$ cat src/rtl/mul_share_arbiter_pkg.sv
// mul_share_pkg: state encoding and width helpers for the shared-multiplier arbiter
package mul_share_pkg;
   typedef enum logic [2:0] {FLUSH, IDLE, ISSUE, WAIT, DRAIN, RESP} state_e;
   function automatic int out_width(input int w);
      return 2 * w;
   endfunction
   function automatic int id_width(input int n);
      return (n > 1) ? $clog2(n) : 1;
   endfunction
endpackage

$ cat src/rtl/mul_share_arbiter_if.sv
// mul_share_arbiter_if: requester, response and multiplier signals of the arbiter
interface mul_share_arbiter_if #(parameter int N_REQ = 3, parameter int WIDTH = 4);
   localparam int ID_W = mul_share_pkg::id_width(N_REQ);
   localparam int OW = mul_share_pkg::out_width(WIDTH);
   logic [N_REQ-1:0] req_valid;
   logic [N_REQ-1:0] req_ready;
   logic [N_REQ*WIDTH-1:0] req_a;
   logic [N_REQ*WIDTH-1:0] req_b;
   logic resp_valid;
   logic resp_ready;
   logic [ID_W-1:0] resp_id;
   logic [OW-1:0] resp_o;
   logic mul_in_valid;
   logic [WIDTH-1:0] mul_a;
   logic [WIDTH-1:0] mul_b;
   logic [OW-1:0] mul_o;
   logic mul_out_valid;
   logic busy;
   modport master (
      input req_valid, req_a, req_b, resp_ready, mul_o, mul_out_valid,
      output req_ready, resp_valid, resp_id, resp_o, mul_in_valid, mul_a, mul_b, busy
   );
   modport slave (
      output req_valid, req_a, req_b, resp_ready, mul_o, mul_out_valid,
      input req_ready, resp_valid, resp_id, resp_o, mul_in_valid, mul_a, mul_b, busy
   );
endinterface

$ cat src/rtl/mul_share_arbiter_rr_pick.sv
// rr_pick: combinational round-robin picker, first set request at or after ptr (wrapping)
module rr_pick #(
   parameter int N_REQ = 3,
   parameter int ID_W = 2
) (
   input  logic [N_REQ-1:0] req,
   input  logic [ID_W-1:0]  ptr,
   output logic [ID_W-1:0]  grant,
   output logic             any
);
   logic [ID_W-1:0] idx;
   // Scan from the farthest offset back so the nearest valid index wins last
   always_comb begin
      grant = '0;
      idx = '0;
      any = |req;
      for (int i = N_REQ - 1; i >= 0; i--) begin
         idx = ID_W'((int'(ptr) + i) % N_REQ);
         if (req[idx]) grant = idx;
      end
   end
endmodule

$ cat src/rtl/mul_share_arbiter.sv
// mul_share_arbiter: round-robin sharing of one external sequential multiplier among N_REQ clients
// Optional MUL_SHARE_ZERO_BYPASS_EN answers zero-operand requests without using the multiplier.
module mul_share_arbiter
   import mul_share_pkg::*;
#(
   parameter int N_REQ = 3,
   parameter int WIDTH = 4,
   parameter int FLUSH_CYC = 2 * WIDTH + 4
) (
   input logic clk,
   input logic rst,
   mul_share_arbiter_if.master bus
);
   localparam int ID_W = id_width(N_REQ);
   localparam int OW = out_width(WIDTH);
   localparam int CW = $clog2(FLUSH_CYC + 1);
   localparam logic [2:0] S_FLUSH = 3'(FLUSH);
   localparam logic [2:0] S_IDLE = 3'(IDLE);
   localparam logic [2:0] S_ISSUE = 3'(ISSUE);
   localparam logic [2:0] S_WAIT = 3'(WAIT);
   localparam logic [2:0] S_DRAIN = 3'(DRAIN);
   localparam logic [2:0] S_RESP = 3'(RESP);
   logic [2:0] state;
   logic [CW-1:0] cnt;
   logic [ID_W-1:0] ptr, g, pick;
   logic [WIDTH-1:0] a_q, b_q, a_in, b_in;
   logic [WIDTH-1:0] a_arr [N_REQ];
   logic [WIDTH-1:0] b_arr [N_REQ];
   logic [OW-1:0] o_q;
   logic any, accept, zero, op;
   for (genvar i = 0; i < N_REQ; i++) begin : g_unpack
      assign a_arr[i] = bus.req_a[i*WIDTH +: WIDTH];
      assign b_arr[i] = bus.req_b[i*WIDTH +: WIDTH];
   end
   rr_pick #(.N_REQ(N_REQ), .ID_W(ID_W)) u_pick (
      .req(bus.req_valid),
      .ptr(ptr),
      .grant(pick),
      .any(any)
   );
   assign a_in = a_arr[pick];
   assign b_in = b_arr[pick];
   assign accept = (state == S_IDLE) && any;
`ifdef MUL_SHARE_ZERO_BYPASS_EN
   assign zero = (a_in == '0) || (b_in == '0);
`else
   assign zero = 1'b0;
`endif
   assign op = (state == S_ISSUE) || (state == S_WAIT) || (state == S_DRAIN);
   assign bus.req_ready = accept ? (N_REQ'(1) << pick) : '0;
   assign bus.mul_in_valid = state == S_ISSUE;
   assign bus.mul_a = op ? a_q : '0;
   assign bus.mul_b = op ? b_q : '0;
   assign bus.resp_valid = state == S_RESP;
   assign bus.resp_id = g;
   assign bus.resp_o = o_q;
   assign bus.busy = state != S_IDLE;
   always_ff @(posedge clk) begin
      if (rst) begin
         state <= S_FLUSH;
         cnt <= '0;
         ptr <= '0;
         g <= '0;
         a_q <= '0;
         b_q <= '0;
         o_q <= '0;
      end else begin
         case (state)
            S_FLUSH: begin
               cnt <= cnt + 1'b1;
               if (cnt == CW'(FLUSH_CYC - 1)) state <= S_IDLE;
            end
            S_IDLE: if (any) begin
               g <= pick;
               a_q <= a_in;
               b_q <= b_in;
               if (zero) o_q <= '0;
               state <= zero ? S_RESP : S_ISSUE;
            end
            S_ISSUE: state <= S_WAIT;
            S_WAIT: if (bus.mul_out_valid) begin
               o_q <= bus.mul_o;
               state <= S_DRAIN;
            end
            // Hold off until done drops so a lingering done cannot complete the next op
            S_DRAIN: if (!bus.mul_out_valid) state <= S_RESP;
            S_RESP: if (bus.resp_ready) begin
               ptr <= (g == ID_W'(N_REQ - 1)) ? '0 : g + 1'b1;
               state <= S_IDLE;
            end
            default: state <= S_FLUSH;
         endcase
      end
   end
endmodule

$ cat src/flat_wrapper.sv
// flat-port wrapper written by rule: the top's interface ports become plain ports
module mul_share_arbiter_flat import mul_share_pkg::*;
#(
   parameter int N_REQ = 3,
   parameter int WIDTH = 4,
   parameter int FLUSH_CYC = 2 * WIDTH + 4
)
  (clk, rst, bus_req_valid, bus_req_a, bus_req_b, bus_resp_ready, bus_mul_o, bus_mul_out_valid, bus_req_ready, bus_resp_valid, bus_resp_id, bus_resp_o, bus_mul_in_valid, bus_mul_a, bus_mul_b, bus_busy);
  mul_share_arbiter_if #(.N_REQ(N_REQ), .WIDTH(WIDTH)) bus_i ();
  input logic clk;
  input logic rst;
  input wire logic [$bits(bus_i.req_valid)-1:0] bus_req_valid;
  input wire logic [$bits(bus_i.req_a)-1:0] bus_req_a;
  input wire logic [$bits(bus_i.req_b)-1:0] bus_req_b;
  input wire logic [$bits(bus_i.resp_ready)-1:0] bus_resp_ready;
  input wire logic [$bits(bus_i.mul_o)-1:0] bus_mul_o;
  input wire logic [$bits(bus_i.mul_out_valid)-1:0] bus_mul_out_valid;
  output wire logic [$bits(bus_i.req_ready)-1:0] bus_req_ready;
  output wire logic [$bits(bus_i.resp_valid)-1:0] bus_resp_valid;
  output wire logic [$bits(bus_i.resp_id)-1:0] bus_resp_id;
  output wire logic [$bits(bus_i.resp_o)-1:0] bus_resp_o;
  output wire logic [$bits(bus_i.mul_in_valid)-1:0] bus_mul_in_valid;
  output wire logic [$bits(bus_i.mul_a)-1:0] bus_mul_a;
  output wire logic [$bits(bus_i.mul_b)-1:0] bus_mul_b;
  output wire logic [$bits(bus_i.busy)-1:0] bus_busy;
  assign bus_i.req_valid = bus_req_valid;
  assign bus_i.req_a = bus_req_a;
  assign bus_i.req_b = bus_req_b;
  assign bus_i.resp_ready = bus_resp_ready;
  assign bus_i.mul_o = bus_mul_o;
  assign bus_i.mul_out_valid = bus_mul_out_valid;
  assign bus_req_ready = bus_i.req_ready;
  assign bus_resp_valid = bus_i.resp_valid;
  assign bus_resp_id = bus_i.resp_id;
  assign bus_resp_o = bus_i.resp_o;
  assign bus_mul_in_valid = bus_i.mul_in_valid;
  assign bus_mul_a = bus_i.mul_a;
  assign bus_mul_b = bus_i.mul_b;
  assign bus_busy = bus_i.busy;
  mul_share_arbiter #(.N_REQ(N_REQ), .WIDTH(WIDTH), .FLUSH_CYC(FLUSH_CYC)) u_core (.clk(clk), .rst(rst), .bus(bus_i));
endmodule
$ cat config.mk
export PLATFORM = sky130hd
export DESIGN_NAME = mul_share_arbiter_flat
export DESIGN_NICKNAME = d
export VERILOG_FILES = /design/src/rtl/mul_share_arbiter_pkg.sv /design/src/rtl/mul_share_arbiter_if.sv /design/src/rtl/mul_share_arbiter_rr_pick.sv /design/src/rtl/mul_share_arbiter.sv /design/src/flat_wrapper.sv
export SDC_FILE = /design/constraint.sdc
export NUM_CORES = 1
export LEC_CHECK = 0
export CAP_MARGIN = 20
export CORE_ASPECT_RATIO = 0.5
export CORE_MARGIN = 1
export CORE_UTILIZATION = 44
export DETAILED_ROUTE_END_ITERATION = 10
export GPL_ROUTABILITY_DRIVEN = 0
export PLACE_DENSITY_LB_ADDON = 0.3
export SLEW_MARGIN = 20
export SYNTH_ARGS = -nofsm -noshare
export SYNTH_HDL_FRONTEND = slang
export SYNTH_HIERARCHICAL = 1
export SYNTH_SLANG_ARGS = --single-unit
export TNS_END_PERCENT = 20
$ cat constraint.sdc
create_clock -name clk -period 4.6 [get_ports clk]
set_input_delay 0.69 -clock clk [delete_from_list [all_inputs] [get_ports clk]]
set_output_delay 0.69 -clock clk [all_outputs]
set_load 0.05 [all_outputs]
==> key figures <==
Timing
  – Worst-margin pin slew: about 0.99 ns
  – Fin crit share: between 80% and 90%
  – Final setup viols: 0
  – Final Critical Period: roughly 3.8 ns
  – Slew margin rel.: between 30% and 40%
  – Unrepaired setup endpoints after global routing: no
  – Final Hold Fails: 0
  – Post-route setup slack: around 0.8 ns
  – Max-slew violation count: 0
  – Worst Hold Slack: between 0.4 and 0.5 ns
  – F_max: roughly 260 MHz
  – Setup Skew: a little under 0.005 ns
  – Setup TNS after final layout: 0 ns

Setup path
  – Cell Chain, Critical Path: clkdlybuf4s50_1 -> and2b_1 -> o221ai_1 -> o311ai_2 -> buf_4 -> nor3b_1 -> clkdlybuf4s50_1
  – Reg2Reg Setup Slack: between 1.5 and 2 ns
  – Worst Path Max Fanout: 7
  – Slowest CP cell: clkdlybuf4s50_1
  – CP arrival: 3.11 ns
  – Critical R2R Launch: u_core/ptr[0]$_SDFFE_PP0P_
  – Crit end category: output port
  – Capturing point of the worst reg2reg path: u_core/a_q[3]$_SDFFE_PP0P_
  – Crit-path max cell delay: 0.83 ns
  – WP data required: between 3 and 4 ns
  – Crit path launch type: input port
  – WS Path Type: input port to output port
  – CP most frequent cell: clkdlybuf4s50_1
  – Cell count of the worst reg-to-reg path: 9

Route
  – Drt via density: 5.26
  – Antenna-violating nets left: 0
  – Drt total wl: between 3 and 4 mm
  – Routed WL per cell: 12.5 um
  – Residual DRC count: 2
  – DR vias: 1435
  – Iteration count of the initial detailed-routing pass: 7
  – First DRT Iteration DRCs: between 60 and 70

Finish
  – Sequential cell area: approximately 540 um2
  – # diodes: 0
  – Commonest non-fill, non-tap cell in the layout: clkdlybuf4s50_1
  – Share of layout cells above drive strength 1: 5.58%
  – Area of the multi-input gates: between 800 and 900 um2
  – Nets: roughly 280
  – P&R area growth vs syn: 45.5%
  – Most frequent cells in the layout: clkdlybuf4s50_1 (61), dfxtp_1 (27), nand2_1 (21)
  – Filler cells: 250

Die
  – Die Y: approximately 43 um
  – Core area: ~3100 um2
  – # rows: 14
  – IO Pins: 63
  – DIE AREA: 3680 um2
  – Die W: approximately 85 um
  – Initial Utilization: roughly half

Pwr
  – Psw: between 90 and 100 uW
  – Pwr dens: about 200 nW/um2
  – Gate power share: around 15%
  – Peak VDD IR: slightly above 0.00009 V
  – LEAKAGE: 0.763 nW
  – Seq pwr share: ~54%
  – Sw frac: about 22%
  – Power Total: roughly 440 uW
  – Internal: about 340 uW
  – Clock Power Share: between 30% and 40%

Clock tree
  – CTS tree: yes
  – Cts hold-fix bufs: 0
  – Maximum clock insertion buffer count: 2
  – Clock sink count: 27
  – Root Driver: clkbuf_8
  – Clk slew on worst S/H paths: around 0.090 ns
  – CTS HTree Levels: 1
  – Clock latency on the worst-skew pair: ~0.27 ns
  – Post-CTS Setup Repair Bufs: 0
  – Post-CTS Resized: 0
  – Inserted Clock Buffers: 3

Logic synthesis
  – Yosys top cell by area: dfxtp_1
  – Post-synth ARST share: 0%
  – Synth Area in Adders: between 3 and 4%
  – Synth cell types: 43
  – Compound-Gate Fraction of Synth Area: 19.3%
  – Mapped Cells: between 150 and 200
  – XOR/XNOR share of the synthesized area: 0.580%
  – Post-synthesis mux area share: around 8%
  – Yosys reg bits: 27
  – Sequential area share after synthesis: a little over a third
  – Mapped Nets: 220
  – Synth top area share: between 30% and 40%
  – Combinational family with the most area after synthesis: simple AND/OR/NAND/NOR gates
  – Mapped Area: 1510 um2
  – Syn avg cell area: 8.53 um2
  – Largest cells by area after synthesis: dfxtp_1 (36%), mux2i_1 (8.0%), nand2_1 (5.2%), a21oi_1 (4.6%), a2bb2oi_1 (4.6%)
  – Synth Area in Simple Gates: 27.2%
  – Most used DFF post-synth: dfxtp_1
  – Synth Warn #: 6
  – EDFF count, synth: 0

Global routing
  – Initial antenna violation count: 0
  – Vias in the first global route: 1302
  – Largest net degree at the start of global routing: 28
  – First-pass GRT wire length: between 5 and 6 mm
  – GRT overflow: 0
  – Total GRT Usage: between 10% and 20%

Placed design
  – DPL Wire Length: roughly 2.6 mm
  – # port buffers: 62
  – Worst slack, placed: roughly 0.8 ns

Job
  – Max Cap Viol: 0

Worst hold path
  – Hold path cells: 2
  – Worst Hold Launch: u_core/bus.resp_o[3]$_SDFFE_PP0P_
  – Hold path endpoint: u_core/bus.resp_o[3]$_SDFFE_PP0P_
  – Min-Delay Path Class: flop to flop

Outcome
  – Failing checks: design-rule violations
  – Outcome: finished, violations left
## worst max-delay path, delay by kind of cell
kind	cells	cell delay, ns
simple gates	2	0.38
compound gates	2	0.46
buf+inv	3	1.59
## power groups by stage
stage               clock [mW]  sequential (mW)  combinational (mW)
floorplan                    0            0.243              0.0261
global placement             0            0.244              0.0638
detailed placement           0            0.244              0.0649
CTS                      0.141            0.238              0.0651
global route             0.150            0.239              0.0704
finish                   0.136            0.238              0.0648
## area by class of cell
type / instances / share of cell area [%]
Multi-Input combinational cell: 132 / 40.5
Clock buffer: 3 / 1.88
Tap cell: 40 / 2.28
Sequential cell: 27 / 24.6
Timing Repair Buffer: 64 / 29.4
Clock inverter: 1 / 0.342
Inverter: 6 / 1.03
## cells in the mapped netlist, drive strengths merged (3+ instances only)
cell     instances
nand2           21
buf              8
a21oi           14
dfxtp           27
o21ai            5
inv              6
or3              5
a2bb2oi          8
a211oi           8
nor2            14
and3b            3
clkbuf           4
ha               4
mux2i           12
nor2b           11
## how the worst max path moves through the flow
stage          slack [ns]                  startpoint                to
3_3_place_gp         0.81            bus_req_valid[1]  bus_req_ready[0]
3_5_place_dp         0.82            bus_req_valid[1]  bus_req_ready[0]
6_report             0.80            bus_req_valid[1]  bus_req_ready[0]
2_1_floorplan        1.32  u_core/ptr[0]$_SDFFE_PP0P_  bus_req_ready[0]
5_1_grt              0.64            bus_req_valid[1]  bus_req_ready[0]
4_1_cts              0.79            bus_req_valid[1]  bus_req_ready[0]
## state kept, by name, summed over array words and instances (netlist names)
signal	cells
u_core/cnt	4
u_core/bus.resp_o	8
u_core/state	3
u_core/b_q	4
u_core/bus.resp_id	2
u_core/a_q	4
u_core/ptr	2
## through the flow
step,area (um2),utilization [%],instances
after global routing,2200,70.0,273
after global placement,2150,68.5,269
final,2200,70.0,273
after floorplan,1510,-,177
after CTS,2200,70.0,273
after detailed placement,2150,68.5,269
## routing by layer
layer | vias to the layer above | part of all wire (%) | global-route usage, %
met5 | - | 0 | 0
met4 | 0 | 0.47 | 3.05
met3 | 2 | 5.2 | 4.76
met2 | 44 | 50 | 38.5
met1 | 656 | 44 | 22.1
li1 | 733 | - | -
## kinds of logic after synthesis
logic type	count (synthesis)
mux	12
buf+inv	18
flops	27
fa+ha+maj	4
compound gates	43
xor+xnor	1
simple gates	72
Power figures use the tool's default switching activity.
